--- src/rtl/dmem_port_arbiter.sv ---
// Data-memory port arbiter: loader phase after reset, then core-priority sharing with a debug port.
// Latency: grant and dmem mux are combinational; debug read data returns one cycle after dbg_gnt.
// Backpressure: core_stall makes the core hold its access; debug holds dbg_req until dbg_gnt.
//
// Ports:
//   clk, reset        single clock, asynchronous active-high reset
//   reload            in RUN, request to return to the LOAD phase
//   loading, ld_*     external loader write port; owns dmem while loading = 1
//   core_*            pipeline data-memory port (priority requester)
//   dbg_*             debug / QED-checker port (starvation-bounded requester)
//   mem_*             single-port dmem; mem_rdata is valid one cycle after its address
module dmem_port_arbiter #(
    parameter int ADDR_LEN      = 32,
    parameter int DATA_LEN      = 32,
    parameter int MAX_WAIT      = 8,
    parameter bit LOAD_ON_RESET = 1'b1
) (
    input  logic                clk,
    input  logic                reset,
    input  logic                reload,
    output logic                loading,

    input  logic                ld_valid,
    input  logic [ADDR_LEN-1:0] ld_addr,
    input  logic [DATA_LEN-1:0] ld_wdata,
    input  logic                ld_done,
    output logic                ld_ready,

    input  logic                core_req,
    input  logic                core_we,
    input  logic [ADDR_LEN-1:0] core_addr,
    input  logic [DATA_LEN-1:0] core_wdata,
    output logic                core_stall,
    output logic [DATA_LEN-1:0] core_rdata,

    input  logic                dbg_req,
    input  logic                dbg_we,
    input  logic [ADDR_LEN-1:0] dbg_addr,
    input  logic [DATA_LEN-1:0] dbg_wdata,
    output logic                dbg_gnt,
    output logic                dbg_rvalid,
    output logic [DATA_LEN-1:0] dbg_rdata,

    output logic [ADDR_LEN-1:0] mem_addr,
    output logic [DATA_LEN-1:0] mem_wdata,
    output logic                mem_we,
    input  logic [DATA_LEN-1:0] mem_rdata
);

    typedef enum logic {
        ST_LOAD = 1'b0,
        ST_RUN  = 1'b1
    } state_t;

    localparam state_t     RESET_STATE = LOAD_ON_RESET ? ST_LOAD : ST_RUN;
    localparam logic [7:0] MAX_WAIT_C  = 8'(MAX_WAIT);

    state_t     state_q, state_d;
    logic [7:0] wait_cnt_q, wait_cnt_d;   // consecutive RUN cycles the debug port was denied
    logic       dbg_rd_q, dbg_rd_d;       // previous cycle granted a debug read

    logic in_load;
    logic dbg_forced;
    logic core_win;
    logic dbg_win;

    // Arbitration decision for the current cycle.
    always_comb begin
        in_load    = (state_q == ST_LOAD);
        // Debug has waited long enough: it overrides the core for one access.
        dbg_forced = !in_load && dbg_req && (wait_cnt_q == MAX_WAIT_C);
        core_win   = !in_load && !dbg_forced && core_req;
        dbg_win    = !in_load && dbg_req && (dbg_forced || !core_req);
    end

    // Status outputs.
    assign loading    = in_load;
    assign ld_ready   = in_load;
    assign dbg_gnt    = dbg_win;
    assign core_stall = core_req && !core_win;   // also covers every core_req during LOAD
    assign core_rdata = mem_rdata;
    assign dbg_rdata  = mem_rdata;
    assign dbg_rvalid = dbg_rd_q;

    // dmem request mux. When idle in RUN the core address is still presented
    // (with mem_we low) so the core can read speculatively.
    always_comb begin
        mem_addr  = core_addr;
        mem_wdata = core_wdata;
        mem_we    = 1'b0;
        if (in_load) begin
            mem_addr  = ld_addr;
            mem_wdata = ld_wdata;
            mem_we    = ld_valid;
        end else if (dbg_win) begin
            mem_addr  = dbg_addr;
            mem_wdata = dbg_wdata;
            mem_we    = dbg_we;
        end else if (core_win) begin
            mem_we    = core_we;
        end
    end

    // Next-state logic.
    always_comb begin
        state_d    = state_q;
        wait_cnt_d = wait_cnt_q;
        dbg_rd_d   = dbg_win && !dbg_we;

        if (in_load) begin
            // A write presented together with ld_done still goes out this cycle.
            if (ld_done) begin
                state_d = ST_RUN;
            end
        end else if (reload) begin
            // The access granted this cycle completes; its read data still returns.
            state_d = ST_LOAD;
        end

        // The counter only measures denials in RUN; it restarts on any grant,
        // on a withdrawn request, and whenever LOAD is current or about to be.
        if (in_load || (state_d == ST_LOAD) || dbg_win || !dbg_req) begin
            wait_cnt_d = '0;
        end else if (wait_cnt_q < MAX_WAIT_C) begin
            wait_cnt_d = wait_cnt_q + 8'd1;
        end
    end

    always_ff @(posedge clk or posedge reset) begin
        if (reset) begin
            state_q    <= RESET_STATE;
            wait_cnt_q <= '0;
            dbg_rd_q   <= 1'b0;
        end else begin
            state_q    <= state_d;
            wait_cnt_q <= wait_cnt_d;
            dbg_rd_q   <= dbg_rd_d;
        end
    end

endmodule

--- config.mk ---
export PLATFORM = sky130hd
export DESIGN_NAME = dmem_port_arbiter
export DESIGN_NICKNAME = d
export VERILOG_FILES = /design/src/rtl/dmem_port_arbiter.sv
export SDC_FILE = /design/constraint.sdc
export NUM_CORES = 1
export LEC_CHECK = 0
export BUFFER_PORTS_ARGS = -buffer_cell sky130_fd_sc_hd__buf_2
export CORE_AREA = 5 5 139 141
export CTS_CLUSTER_DIAMETER = 40
export DETAILED_ROUTE_END_ITERATION = 7
export DIE_AREA = 0 0 144 146
export GPL_ROUTABILITY_DRIVEN = 0
export PLACE_DENSITY_LB_ADDON = 0.25
export SYNTH_ARGS = -nofsm -noshare
export SYNTH_HDL_FRONTEND = slang
export SYNTH_SLANG_ARGS = --single-unit
export TNS_END_PERCENT = 100
--- constraint.sdc ---
create_clock -name clk -period 2.8 [get_ports clk]
set_input_delay 0.14 -clock clk [delete_from_list [all_inputs] [get_ports clk]]
set_output_delay 0.14 -clock clk [all_outputs]
set_load 0.01 [all_outputs]
==> flow_summary.json <==
{
  "outcome": "finished clean",
  "cts_root_buf": "clkbuf_16",
  "drv_cap": 0,
  "cp_max_fo": 41,
  "syn_area_per_cell_um2": 7.093,
  "numCtsBuffers": 3,
  "drive_above_1_share_pct": 53.79,
  "criticalPathCategory": "flop to output pin",
  "worstReg2RegStart": "wait_cnt_q[7]",
  "hold_path_class": "input pin to flop",
  "post-route-util_pct": 23.45,
  "synthFlopType": "dfrtp_1",
  "hold_start": "dbg_we",
  "yosys_warnings": 0,
  "hpwlAfterDp_um": 10390,
  "drt-vias-per-instance": 4.616,
  "rows": 49,
  "critPathRequiredTime_ns": 2.66,
  "num_antenna_cells": 0,
  "drt_first_pass_iters": 4,
  "overflow": 0,
  "io_buffers": 270,
  "drc": 0,
  "grt_pass1_wl_um": 19020,
  "syn_area_um2": 3000,
  "cts.sink_count": 10,
  "nets": 829,
  "postSynthCellCount": 423,
  "setup_ws_ns": 0.4259,
  "area_growth_pct": 39.45,
  "place_inst": 817,
  "fmax_ghz": 0.4212,
  "end_kind": "output pin",
  "critPathArrivalTime_ns": 2.23,
  "cts.reportedPaths.clkPinSlew_ns": 0.04,
  "period_share_pct": 84.79,
  "setup_violations": 0,
  "grt_start_max_net_pins": 73,
  "slew_headroom_pct": 50.76,
  "core_um2": 17840,
  "total_power_w": 0.001297,
  "dieArea_um2": 21020,
  "rsz0062_at_grt": "no",
  "ir_drop_uv": 138.4,
  "reg2reg_to": "wait_cnt_q[1]",
  "synth_edf_count": 0,
  "worst_clock_skew_ns": 0.003704,
  "grt_util_all_layers_pct": 10.80,
  "ant_nets": 0,
  "min_period_ns": 2.374,
  "detailedPlace.worstSlack_ns": 0.6633,
  "die_height_um": 146,
  "num_vias": 3794,
  "drtIter0Drc": 136,
  "synth_nets": 658,
  "tns_ns": 0,
  "rrSetupSlack_ns": 0.79,
  "clockBufferDepth": 2,
  "power_density_nw_per_um2": 310.1,
  "min_to": "dbg_rvalid",
  "post_cts_resized": 0,
  "synth_seq_cells": 10,
  "antenna_found_initial": 0,
  "instances_no_fill": 822,
  "die-width_um": 144,
  "min_delay_path_depth": 2,
  "wirelength_um": 12840,
  "seq_area_frac_synth_pct": 8.340,
  "rr_worst_depth": 4,
  "startpoint_type": "flop",
  "slew_violations": 0,
  "cts.htree.levels": 1,
  "clk-insertion-delay-late_ns": 0.24,
  "synth_top_area_share_pct": 18.97,
  "wl_per_cell_um": 15.63,
  "synth.distinct_cells": 28,
  "leakage_nw": 2.115,
  "yosysTopAreaCell": "o2111ai_1",
  "cts_tree": "built",
  "initial_core_util_pct": 16.82,
  "worstMarginPinSlew_ns": 0.7319,
  "hold_viol": 0,
  "grt_pass1_vias": 3627,
  "async_reset_ff_share_pct": 100.0,
  "synth_area_leaders": "o2111ai_1, buf_4, o221ai_2",
  "num_io_pins": 367
}
==> state kept, by name (all words and copies together), names as in the netlist <==
register	cells
wait_cnt_q	8
state_q	1
dbg_rvalid	1
==> synthesized netlist by cell type, drive strengths merged, types with 2 or more instances <==
cell      n
o21ai     4
o221ai   65
and2      5
buf      73
a21oi     3
o21a      2
clkbuf   43
dfrtp    10
inv      71
nand3     2
nand2    67
o2111ai  65
ha        2
==> logic make-up after synthesis <==
kind of cell | count (synthesis) | synth area share, %
and+or+nand+nor | 83 | 11.84
adders and majority gates | 2 | 0.8339
DFF | 10 | 8.340
AOI/OAI and AO/OA | 141 | 46.33
buffers and inverters | 187 | 32.65
==> worst max path at each step <==
| stage | to | start | cells past startpoint | slack [ns] |
|---|---|---|---|---|
| after global placement | mem_addr[31] | wait_cnt_q[7] | 5 | 0.68 |
| after global routing | mem_addr[31] | wait_cnt_q[7] | 5 | 0.29 |
| after detailed placement | mem_wdata[0] | wait_cnt_q[7] | 5 | 0.66 |
| after floorplan | mem_addr[0] | wait_cnt_q[7] | 6 | 0.95 |
| after CTS | mem_wdata[0] | wait_cnt_q[7] | 5 | 0.40 |
| final | mem_wdata[0] | wait_cnt_q[7] | 5 | 0.43 |
==> metal layers <==
metal	part of all wire, %	track usage (%)	routed length [um]
met5	0	0	0
met2	50	19.67	6396
met4	1.8	2.637	229
met3	12	2.596	1597
met1	36	12.52	4620
==> repair_timing <==
action,4_1_cts,5_1_grt
endpoints found under the setup margin,0,0
hold buffers,1,0
buffers inserted,0,0
endpoints found under the hold margin,10,0
==> critical path, cell delays in order (launching register included) <==
cell	delay (ns)
dfrtp_1	0.37
or4_2	0.71
buf_4	0.31
o2111ai_1	0.25
o221ai_1	0.17
buf_2	0.18
==> power by group <==
part           internal, W  switching [W]  total, W
Clock             0.000215      0.0000651  0.000280
Sequential        0.000150      0.0000274  0.000177
Combinational     0.000390       0.000451  0.000841
Total             0.000754       0.000543   0.00130
==> area by class of cell <==
cell class,count,area [um2]
Tap cell,229,286.5
Multi-Input combinational cell,226,1782
Inverter,71,266.5
Timing Repair Buffer,282,1506
Sequential cell,10,254.0
Clock buffer,4,88.84
Fill cell,2035,13660
==> cell usage in the layout (no fill, tap or decap), drive strengths merged <==
cell,synthesis,routed
and4,1,1
a31oi,1,1
o31ai,1,1
and4b,1,1
and2,5,5
o221ai,65,65
o21ai,4,4
inv,71,71
nand2b,1,1
o21a,2,2
nand2,67,67
nand3,2,2
buf,73,281
nor4,1,1
nor2,1,1
dfrtp,10,10
nor3,1,1
a21oi,3,3
ha,2,2
nand4,1,1
dlygate4sd3,0,1
nand4b,1,1
or4,1,1
o2111ai,65,65
clkbuf,43,4
==> stage by stage <==
| stage | instance area [um2] | hold WS (ns) |
|---|---|---|
| detailed placement | 4085 | 0.1425 |
| CTS | 4184 | 0.07159 |
| global route | 4184 | 0.08452 |
| floorplan | 3000 | -0.01982 |
| global placement | 4085 | 0.1401 |
| finish | 4184 | 0.07764 |
(Power assumes the default switching activity.)
